`src/rtl/cla_pkg.sv`:
```
// Shared types for the 5-bit CLA subtractor datapath.
package cla_pkg;

    localparam int unsigned CLA_W = 5;

    typedef logic [CLA_W-1:0] operand_t;

    typedef struct packed {
        operand_t diff;
        logic     bout;
        logic     ovf;
    } sub_result_t;

endpackage

```
`src/rtl/cla_core_5bit.sv`:
```
// Combinational 5-bit carry-lookahead adder with hand-expanded carry terms.
module cla_core_5bit
    import cla_pkg::*;
(
    input  operand_t a,
    input  operand_t b,
    input  logic     cin,
    output operand_t sum,
    output logic     cout
);

    operand_t g;
    operand_t p;
    logic     c1;
    logic     c2;
    logic     c3;
    logic     c4;

    assign g = a & b;
    assign p = a ^ b;

    // Every carry is a flat sum of generate/propagate products, no rippling.
    assign c1   = g[0] | (p[0] & cin);
    assign c2   = g[1] | (p[1] & g[0]) | (p[1] & p[0] & cin);
    assign c3   = g[2] | (p[2] & g[1]) | (p[2] & p[1] & g[0])
                | (p[2] & p[1] & p[0] & cin);
    assign c4   = g[3] | (p[3] & g[2]) | (p[3] & p[2] & g[1])
                | (p[3] & p[2] & p[1] & g[0])
                | (p[3] & p[2] & p[1] & p[0] & cin);
    assign cout = g[4] | (p[4] & g[3]) | (p[4] & p[3] & g[2])
                | (p[4] & p[3] & p[2] & g[1])
                | (p[4] & p[3] & p[2] & p[1] & g[0])
                | (p[4] & p[3] & p[2] & p[1] & p[0] & cin);

    assign sum = p ^ {c4, c3, c2, c1, cin};

endmodule

```
`src/rtl/cla_subtractor_5bit_pipe.sv`:
```
// Two-stage valid/ready pipelined subtractor: A - B - Bin computed as A + ~B + ~Bin.
module cla_subtractor_5bit_pipe
    import cla_pkg::*;
#(
    parameter int unsigned WIDTH = 5
) (
    input  logic             clk,
    input  logic             rst,
    input  logic             in_valid,
    output logic             in_ready,
    input  logic [WIDTH-1:0] in_a,
    input  logic [WIDTH-1:0] in_b,
    input  logic             in_bin,
    output logic             out_valid,
    input  logic             out_ready,
    output logic [WIDTH-1:0] out_diff,
    output logic             out_bout,
    output logic             out_ovf
);

    logic        s1_valid;
    operand_t    s1_a;
    operand_t    s1_nb;
    logic        s1_cin;
    logic        s2_valid;
    sub_result_t s2_res;

    logic        s2_free;
    logic        s1_adv;
    logic        accept;
    operand_t    core_sum;
    logic        core_cout;
    sub_result_t core_res;

    assign s2_free  = ~s2_valid | out_ready;
    assign s1_adv   = s1_valid & s2_free;
    assign in_ready = ~s1_valid | s2_free;
    assign accept   = in_valid & in_ready;

    cla_core_5bit u_core (
        .a    (s1_a),
        .b    (s1_nb),
        .cin  (s1_cin),
        .sum  (core_sum),
        .cout (core_cout)
    );

    // Operand signs differ exactly when s1_a[4] equals the inverted B sign bit.
    always_comb begin
        core_res      = '0;
        core_res.diff = core_sum;
        core_res.bout = ~core_cout;
        core_res.ovf  = (s1_a[4] == s1_nb[4]) & (core_sum[4] != s1_a[4]);
    end

    always_ff @(posedge clk) begin
        if (rst) begin
            s1_valid <= 1'b0;
            s1_a     <= '0;
            s1_nb    <= '0;
            s1_cin   <= 1'b0;
            s2_valid <= 1'b0;
            s2_res   <= '0;
        end else begin
            if (accept) begin
                s1_a   <= in_a;
                s1_nb  <= ~in_b;
                s1_cin <= ~in_bin;
            end

            if (accept) begin
                s1_valid <= 1'b1;
            end else if (s1_adv) begin
                s1_valid <= 1'b0;
            end

            if (s1_adv) begin
                s2_res   <= core_res;
                s2_valid <= 1'b1;
            end else if (out_ready) begin
                s2_valid <= 1'b0;
            end
        end
    end

    assign out_valid = s2_valid;
    assign out_diff  = s2_res.diff;
    assign out_bout  = s2_res.bout;
    assign out_ovf   = s2_res.ovf;

endmodule

```
`config.mk`:
```
export PLATFORM = sky130hd
export DESIGN_NAME = cla_subtractor_5bit_pipe
export DESIGN_NICKNAME = d
export VERILOG_FILES = /design/src/rtl/cla_pkg.sv /design/src/rtl/cla_core_5bit.sv /design/src/rtl/cla_subtractor_5bit_pipe.sv
export SDC_FILE = /design/constraint.sdc
export NUM_CORES = 1
export LEC_CHECK = 0
export BUFFER_PORTS_ARGS = -buffer_cell sky130_fd_sc_hd__buf_2
export CAP_MARGIN = 10
export CELL_PAD_IN_SITES_DETAIL_PLACEMENT = 1
export CELL_PAD_IN_SITES_GLOBAL_PLACEMENT = 1
export CORE_UTILIZATION = 35
export DETAILED_ROUTE_END_ITERATION = 8
export PLACE_DENSITY_LB_ADDON = 0.1
export SETUP_SLACK_MARGIN = 0.05
export SYNTH_ARGS = -nofsm -noshare
export SYNTH_HDL_FRONTEND = slang
export SYNTH_HIERARCHICAL = 1
export SYNTH_SLANG_ARGS = --single-unit
```
`constraint.sdc`:
```
create_clock -name clk -period 1.93 [get_ports clk]
set_input_delay 0 -clock clk [delete_from_list [all_inputs] [get_ports clk]]
set_output_delay 0 -clock clk [all_outputs]
set_load 0.01 [all_outputs]
```
-- After elaboration in Yosys (flattened, before gate mapping)
Cells that the tools add are included.
- bits in writable memories: 0
- logic and storage cells: 69
- output and inout bits: 9
- latch bits: 0
- input bits: 15
- memories kept: 0
- register bits after elaboration: 20
- memory bits (read-only): 0
- bitwise operators: 53
- reduce and logical (&&, ||, !) cells: 2
- divide/modulo/power cells: 0
- eq/ne operators: 2
- shift operators: 0
- $add $sub $neg: 0
- order comparisons: 0
- multiplexer cells: 4
- multiply operators: 0
- operator list (kind ; count):
    1-bit bitwise AND ; 28
    1-bit bitwise OR ; 17
    5-bit bitwise XOR ; 2
    5-bit bitwise AND ; 1
    5-bit inverter ; 1
    1-bit 2-to-1 mux ; 4
    1-bit inverter ; 4
    2-bit nonzero test ; 2
    1-bit equality test ; 1
    1-bit inequality test ; 1

-- Logic depth before layout (Yosys ltp)
Gate-level depths: netlist of the first run.
- depth after elaboration: 9
- depth in mapped cells: 7
- mapped depth without buffers: 7

-- Hierarchy
Netlist of the first run, hierarchy kept.
- modules (own cells, without submodules) (module ; cells each ; seq. area each (um^2) ; instances ; area an instance (um^2)):
    cla_subtractor_5bit_pipe ; 82 ; 400.4 ; 1 ; 822.0
    cla_core_5bit ; 24 ; 0.0 ; 1 ; 203.9

-- Worst setup path after synthesis of the first run
Ideal clock, no wire load.
- kind: register -> register
- start point: register s1_a[3]
- end point: register s2_res (netlist bit out_ovf)
- data required time: 1.806 ns
- slack: -0.044 ns
- buffers on the path: 0
- library setup time: 0.124 ns
- cell stages (with the launch flop): 8
- period minus slack after synthesis: 1.974 ns
- arrival: 1.850 ns
- cells stage by stage: dfxtp_1 > ha_1 > and3_1 > a2111o_1 > xor2_1 > and3b_1 > nor4_1 > nor3_1
- RTL lines (item ; line ; text):
    start, declared ; cla_subtractor_5bit_pipe.sv:22 ; operand_t s1_a;
    start signal, assigned ; cla_subtractor_5bit_pipe.sv:66 ; s1_a <= in_a;
    end signal, assigned ; cla_subtractor_5bit_pipe.sv:78 ; s2_res <= core_res;
    end, declared ; cla_subtractor_5bit_pipe.sv:26 ; sub_result_t s2_res;

==> results of run 1 <==
==> metrics by stage <==
step / TNS (ns) / power (mW) / hold WS [ns]
6_report: -0.0926 / 1.06 / 0.0319
5_1_grt: -0.177 / 1.11 / 0.0478
4_1_cts: -0.0387 / 1.05 / 0.0289
3_5_place_dp: -0.102 / 0.674 / 0.184
3_3_place_gp: -0.0609 / 0.666 / 0.180
2_1_floorplan: -0.0141 / 0.593 / 0.0850
==> per-layer routing <==
metal / global-route usage, % / vias to the layer above / share of wire (%)
met5: 0 / - / 0
met1: 25.0 / 453 / 43
met3: 2.09 / 2 / 3.0
met2: 33.5 / 16 / 54
li1: - / 469 / -
met4: 7.32 / 0 / 0.65
==> placed cells by master (no fill, tap or decap), types with 2 or more instances in the layout <==
cell           synthesis  layout
buf_2                  3      23
a21oi_1               16      16
dfxtp_1               20      12
buf_4                  1      12
nand2b_1              11      11
dlygate4sd3_1          0      11
dfxtp_2                0       8
inv_1                  6       6
o21ai_0                6       6
mux2i_1                5       5
a211oi_2               5       5
nand3_1                5       5
ha_4                   0       4
clkbuf_4               0       3
a211oi_1               2       2
xor2_1                 2       2
a21o_1                 2       2
xnor2_1                2       2
==> flip-flops by register name (all words and copies together), names as in the netlist <==
name,count
out_valid,1
s1_nb,5
out_ovf,1
s1_valid,1
out_bout,1
s1_cin,1
out_diff,5
s1_a,5
==> worst reg2reg max path: cells and delay by family, from the launching register on <==
family,cells,cell delay [ns]
flip-flops,1,0.35
adder cells (fa/ha/maj),1,0.24
XOR/XNOR,1,0.19
AND/OR/NAND/NOR,4,0.59
AO/OA/AOI/OAI,1,0.43
buffers and inverters,1,0.15
==> report_power, final <==
part,total [mW],switching (mW),internal [mW]
logic,0.233,0.102,0.131
registers,0.471,0.0273,0.443
clock network,0.356,0.146,0.210
==> cell type report <==
class                           count  area, sq um  share of cell area, %
Clock buffer                        3         22.5                   1.52
Timing Repair Buffer               46          315                   21.3
Multi-Input combinational cell     75          643                   43.4
Tap cell                           31         38.8                   2.62
Clock inverter                      1         30.0                   2.03
Sequential cell                    20          410                   27.7
Inverter                            6         22.5                   1.52
==> what timing repair did <==
item,CTS,global route
hold buffers,11,0
pin swaps,4,0
setup buffers,1,0
endpoints found under the hold margin,11,0
setup endpoints to repair,1,1
resized for setup,5,4
==> logic make-up after synthesis <==
kind of cell / count (synthesis)
AOI/OAI and AO/OA: 35
and+or+nand+nor: 25
DFF: 20
buffers and inverters: 11
adders and majority gates: 6
muxes: 5
xor gates and xnor gates: 4
==> how the worst min path moves through the flow <==
stage                         from               endpoint  slack [ns]  cells past startpoint
final                     in_valid  s1_valid$_SDFFE_PP0P_        0.03                      3
after global routing      in_valid  s1_valid$_SDFFE_PP0P_        0.05                      3
after CTS                 in_valid  s1_valid$_SDFFE_PP0P_        0.03                      3
after detailed placement   in_b[3]  s1_nb[3]$_SDFFE_PP0P_        0.18                      2
after global placement     in_b[3]  s1_nb[3]$_SDFFE_PP0P_        0.18                      2
after floorplan            in_b[0]  s1_nb[0]$_SDFFE_PP0P_        0.09                      1
==> results.yml, run 1 <==
place:
  place_area_sq_um: 1270
  place_congestion: 0.764
  port_buffers: 23
  place_hpwl_mm: 1.87
  numPlacedInstances: 166
  place_ws_ns: -0.102
synthesis:
  synth_top_family_by_area: "compound AO/OA/AOI/OAI gates"
  yosysUniqueCellTypes: 29
  synth_edf_count: 0
  syn_nets: 127
  synthSimpleGateAreaFrac_pct: 15.9
  yosys.area.top_type: "dfxtp_1"
  ys_seq_area_share_pct: 39.0
  ys_top_cells_by_area: "dfxtp_1 39%, a21oi_1 7.8%, nand2b_1 6.7%"
  synth.avg_cell_area_sq_um: 9.68
  ys.warnings.count: 6
  synth.top_cell.area_share_pct: 39.0
  netlist_area_sq_um: 1030
  ys_top_cells_by_count: "20 x dfxtp_1, 16 x a21oi_1, 11 x nand2b_1"
  synth_mux_area_share_pct: 4.88
  synth_xor_xnor_area_share_pct: 3.41
  async_reset_ff_share_pct: 0
  ys_ff_latch: 20
  synth.most_common_cell: "dfxtp_1"
  synth_compound_area_share_pct: 23.3
  synthAdderAreaFrac_pct: 8.05
  syn_inst: 106
  synth_ff_type: "dfxtp_1"
global_routing:
  antenna_found_initial: 0
  grt_use_total_pct: 19.5
  grt-ovfl-total: 0
  grt_pass1_vias: 1010
  grt_max_degree: 26
  grt_pass1_wl_mm: 4.74
worst_setup_path:
  worst-path-stages: 8
  startpoint: "s1_nb[2]$_SDFFE_PP0P_"
  cp_cell_sequence: "ha_4 > and3_4 > a2111o_1 > xor2_1 > buf_4 > nor3b_4 > nor4_2 > nor3_1"
  arrival_ns: 2.26
  path_max_fanout: 3
  cp_num_buf_inv: 1
  critPathLaunchType: "register"
  critPathSlowestCell: "a2111o_1"
  reg2reg_slack_ns: -0.09
  worstPathRequired_ns: 2.17
  cp-end-kind: "register"
  reg2regPathDepth: 8
  rr_endpoint: "out_ovf$_SDFFE_PP0P_"
  endpoint: "out_ovf$_SDFFE_PP0P_"
  cpPeakStageDelay_ns: 0.43
  cpLargestDelayFamily: "simple AND/OR/NAND/NOR gates"
  worst_r2r_startpoint: "s1_nb[2]$_SDFFE_PP0P_"
  critPathKind: "register to register"
floorplan:
  die_area_sq_um: 3150
  start_util_pct: 37.2
  core_area_sq_um: 2760
  placementRows: 19
  pin_count: 24
  die_h_microns: 56.1
  die_width_microns: 56.1
finish:
  final_core_utilization_pct: 53.8
  drive_gt1_share_pct: 41.7
  antenna_cells: 0
  syn_to_final_growth_pct: 44.5
  fin_area_sq_um: 1480
  fin_cells: 182
  nFillCells: 331
  finalNetCount: 173
clock_network:
  root_buffer: "clkbuf_4"
  path_clk_slew_ns: 0.14
  clock_sinks: 20
  htreeDepth: 1
  clock_latency_ns: 0.32
  numCtsBuffers: 3
  cts_tree: "done"
  max-clock-path-buffers: 2
hold_path:
  worstHoldPathType: "input port to register"
power:
  ir_worst_vdd_mv: 0.373
  p_leak_nw: 0.658
  power.density_nw_per_um2: 715
timing:
  fmax_mhz: 494
  fin_crit_sh_pct: 105
  fin_crit_ns: 2.02
  setup_violations: 1
  relSlewSlack_pct: 69.4
  rsz0062_at_grt: "true"
  slew_viol_final: 0
  hold_viol: 0
  final.setup.worst_slack_ns: -0.0926
  clock_skew_ns: 0.0177
  tightest_slew_ns: 0.458
detailed_routing:
  post_drt_wl_per_cell_microns: 15.3
  dr_total_vias: 940
  drt_iter0_markers: 40
  wl_mm: 2.78
  drt-vias-per-instance: 5.16
  ant_nets: 0
  first_pass_iters: 4
  drc_errors: 0
status:
  status: "finished with violations"
  violations: "setup timing"
run:
  drv_cap: 0
(Power assumes the default switching activity.)
==> run 2: changes to the inputs <==
BUFFER_PORTS_ARGS = not set   (was -buffer_cell sky130_fd_sc_hd__buf_2)
CORE_UTILIZATION = 41   (was 35)
DONT_BUFFER_PORTS = 1   (was not set)
RECOVER_POWER = 25   (was not set)
==> run 2 against run 1 <==
The flow finishes with violations (hold timing, setup timing). Critical path depth stayed put. Die area fell by 14%. Routed wire length rose by 5.7%. Flip-flop and latch count stayed put. Count of clock-buffer cells in the layout is the same. First-iteration DRC count shrank 55%. Sequential share of layout area rose by 0.57 points. Largest power group unchanged.
==> results.yml, run 2 (same netlist as run 1, synthesis figures left out) <==
status:
  status: "finished with violations"
  violations: "hold timing, setup timing"
clock_network:
  root_buffer: "clkbuf_4"
  cts_tree: "done"
  path_clk_slew_ns: 0.11
  clock_sinks: 20
  post_cts_buffers: 0
  numCtsBuffers: 3
  clock_latency_ns: 0.30
  max-clock-path-buffers: 2
  htreeDepth: 1
floorplan:
  die_area_sq_um: 2710
  start_util_pct: 45.1
  placementRows: 17
  core_area_sq_um: 2280
  die_width_microns: 52.0
  die_h_microns: 52.0
  pin_count: 24
worst_setup_path:
  cpLargestDelayFamily: "simple AND/OR/NAND/NOR gates"
  critPathKind: "register to register"
  critPathSlowestCell: "a2111o_1"
  worstPathRequired_ns: 2.14
  cp-end-kind: "register"
  arrival_ns: 2.34
  worst_r2r_startpoint: "s1_a[2]$_SDFFE_PP0P_"
  path_max_fanout: 3
  reg2regPathDepth: 8
  reg2reg_slack_ns: -0.20
  critPathLaunchType: "register"
  cp_cell_sequence: "ha_4 > and3_1 > a2111o_1 > xor2_2 > buf_4 > nor3b_2 > nor4_2 > nor3_1"
  rr_endpoint: "out_ovf$_SDFFE_PP0P_"
  cpPeakStageDelay_ns: 0.44
  cp_num_buf_inv: 1
  worst-path-stages: 8
timing:
  rsz0062_at_grt: "true"
  tightest_slew_ns: 0.353
  hold_viol: 7
  fin_crit_ns: 2.13
  final.setup.worst_slack_ns: -0.198
  relSlewSlack_pct: 76.5
  fmax_mhz: 470
  fin_crit_sh_pct: 110
  clock_skew_ns: 0.00497
  holdWs_ns: -0.245
  tns_ns: -0.198
  slew_viol_final: 0
  setup_violations: 1
detailed_routing:
  drt-vias-per-instance: 5.36
  ant_nets: 0
  post_drt_wl_per_cell_microns: 17.7
  dr_total_vias: 890
  drt_iter0_markers: 18
  drc_errors: 0
  wl_mm: 2.94
  first_pass_iters: 4
hold_path:
  holdPathStages: 1
  hp-start: "rst"
  worstHoldPathType: "input port to register"
  holdPathEnd: "out_diff[1]$_SDFFE_PP0P_"
finish:
  syn_to_final_growth_pct: 40.7
  antenna_cells: 0
  layout_commonest_cell: "dlygate4sd3_1"
  finalNetCount: 161
  most-common-layout-cells: "23 x dlygate4sd3_1, 16 x a21oi_1, 14 x dfxtp_1, 11 x nand2b_1, 10 x buf_4"
  drive_gt1_share_pct: 26.1
place:
  place_congestion: 0.757
  place_hpwl_mm: 1.83
  port_buffers: 0
run:
  drv_cap: 0
global_routing:
  antenna_found_initial: 0
  grt_pass1_vias: 965
  grt-ovfl-total: 0
  grtUsageMet2_pct: 39.1
  grt_use_met1_pct: 28.1
  grt_max_degree: 26
  grt_pass1_wl_mm: 4.50
  grt_use_met3_pct: 5.85
  top_usage_layer: "met2"
  grt_use_total_pct: 23.3
power:
  power.density_nw_per_um2: 616
  total_power_mw: 0.889
  p_leak_nw: 0.607
  ir_worst_vdd_mv: 0.535
-- run 2: cell count changes in the layout (fill, tap and decap cells not counted), sizes merged --
cell | before | now
dlygate4sd3 | 11 | 23
bufinv | 1 | 0
buf | 35 | 11
-- run 2: stage by stage --
| step | worst slack [ns] | area (sq um) | instances | util, % |
|---|---|---|---|---|
| 2_1_floorplan | -0.0141 | 1070 | 106 | - |
| 3_3_place_gp | -0.0516 | 1150 | 140 | 50.7 |
| 3_5_place_dp | -0.241 | 1150 | 140 | 50.7 |
| 4_1_cts | -0.138 | 1380 | 160 | 60.6 |
| 5_1_grt | -0.275 | 1440 | 166 | 63.4 |
| 6_report | -0.198 | 1440 | 166 | 63.4 |
-- run 2: worst reg2reg max path, cell delays in order, from the launching register on --
cell and delay (ns):
dfxtp_1 0.39, ha_4 0.22, and3_1 0.16, a2111o_1 0.44, xor2_2 0.19, buf_4 0.14, nor3b_2 0.22, nor4_2 0.07
nor3_1 0.20
-- run 2: layout make-up --
| class | count | area, sq um |
|---|---|---|
| Multi-Input combinational cell | 75 | 639 |
| Fill cell | 246 | 832 |
| Clock buffer | 3 | 22.5 |
| Inverter | 6 | 22.5 |
| Timing Repair Buffer | 34 | 317 |
| Sequential cell | 20 | 408 |
| Tap cell | 28 | 35.0 |
-- run 2: how the worst max path moves through the flow --
stage | start | to | slack (ns)
4_1_cts | s1_nb[0]$_SDFFE_PP0P_ | out_ovf$_SDFFE_PP0P_ | -0.14
3_5_place_dp | s1_nb[0]$_SDFFE_PP0P_ | out_ovf$_SDFFE_PP0P_ | -0.24
3_3_place_gp | s1_nb[0]$_SDFFE_PP0P_ | out_ovf$_SDFFE_PP0P_ | -0.05
6_report | s1_a[2]$_SDFFE_PP0P_ | out_ovf$_SDFFE_PP0P_ | -0.20
2_1_floorplan | s1_nb[0]$_SDFFE_PP0P_ | out_ovf$_SDFFE_PP0P_ | -0.01
5_1_grt | s1_nb[0]$_SDFFE_PP0P_ | out_ovf$_SDFFE_PP0P_ | -0.28
-- run 2: timing repair --
| item | in CTS | in global routing |
|---|---|---|
| hold buffers | 17 | 6 |
| endpoints found under the setup margin | 1 | 6 |
| hold endpoints to repair | 20 | 13 |
| pin swaps | 2 | 0 |
| resized for setup | 5 | 2 |
-- run 2: power breakdown --
group / total [mW] / leakage, nW / internal [mW] / switching [mW]
Clock: 0.198 / 0.0138 / 0.0728 / 0.125
Sequential: 0.477 / 0.167 / 0.443 / 0.0339
Combinational: 0.215 / 0.426 / 0.128 / 0.0874
-- run 2: routing by layer --
metal,vias up,part of all wire [%]
li1,445,-
met1,415,45
met2,22,48
met3,8,3.8
met4,0,3.0
met5,-,0
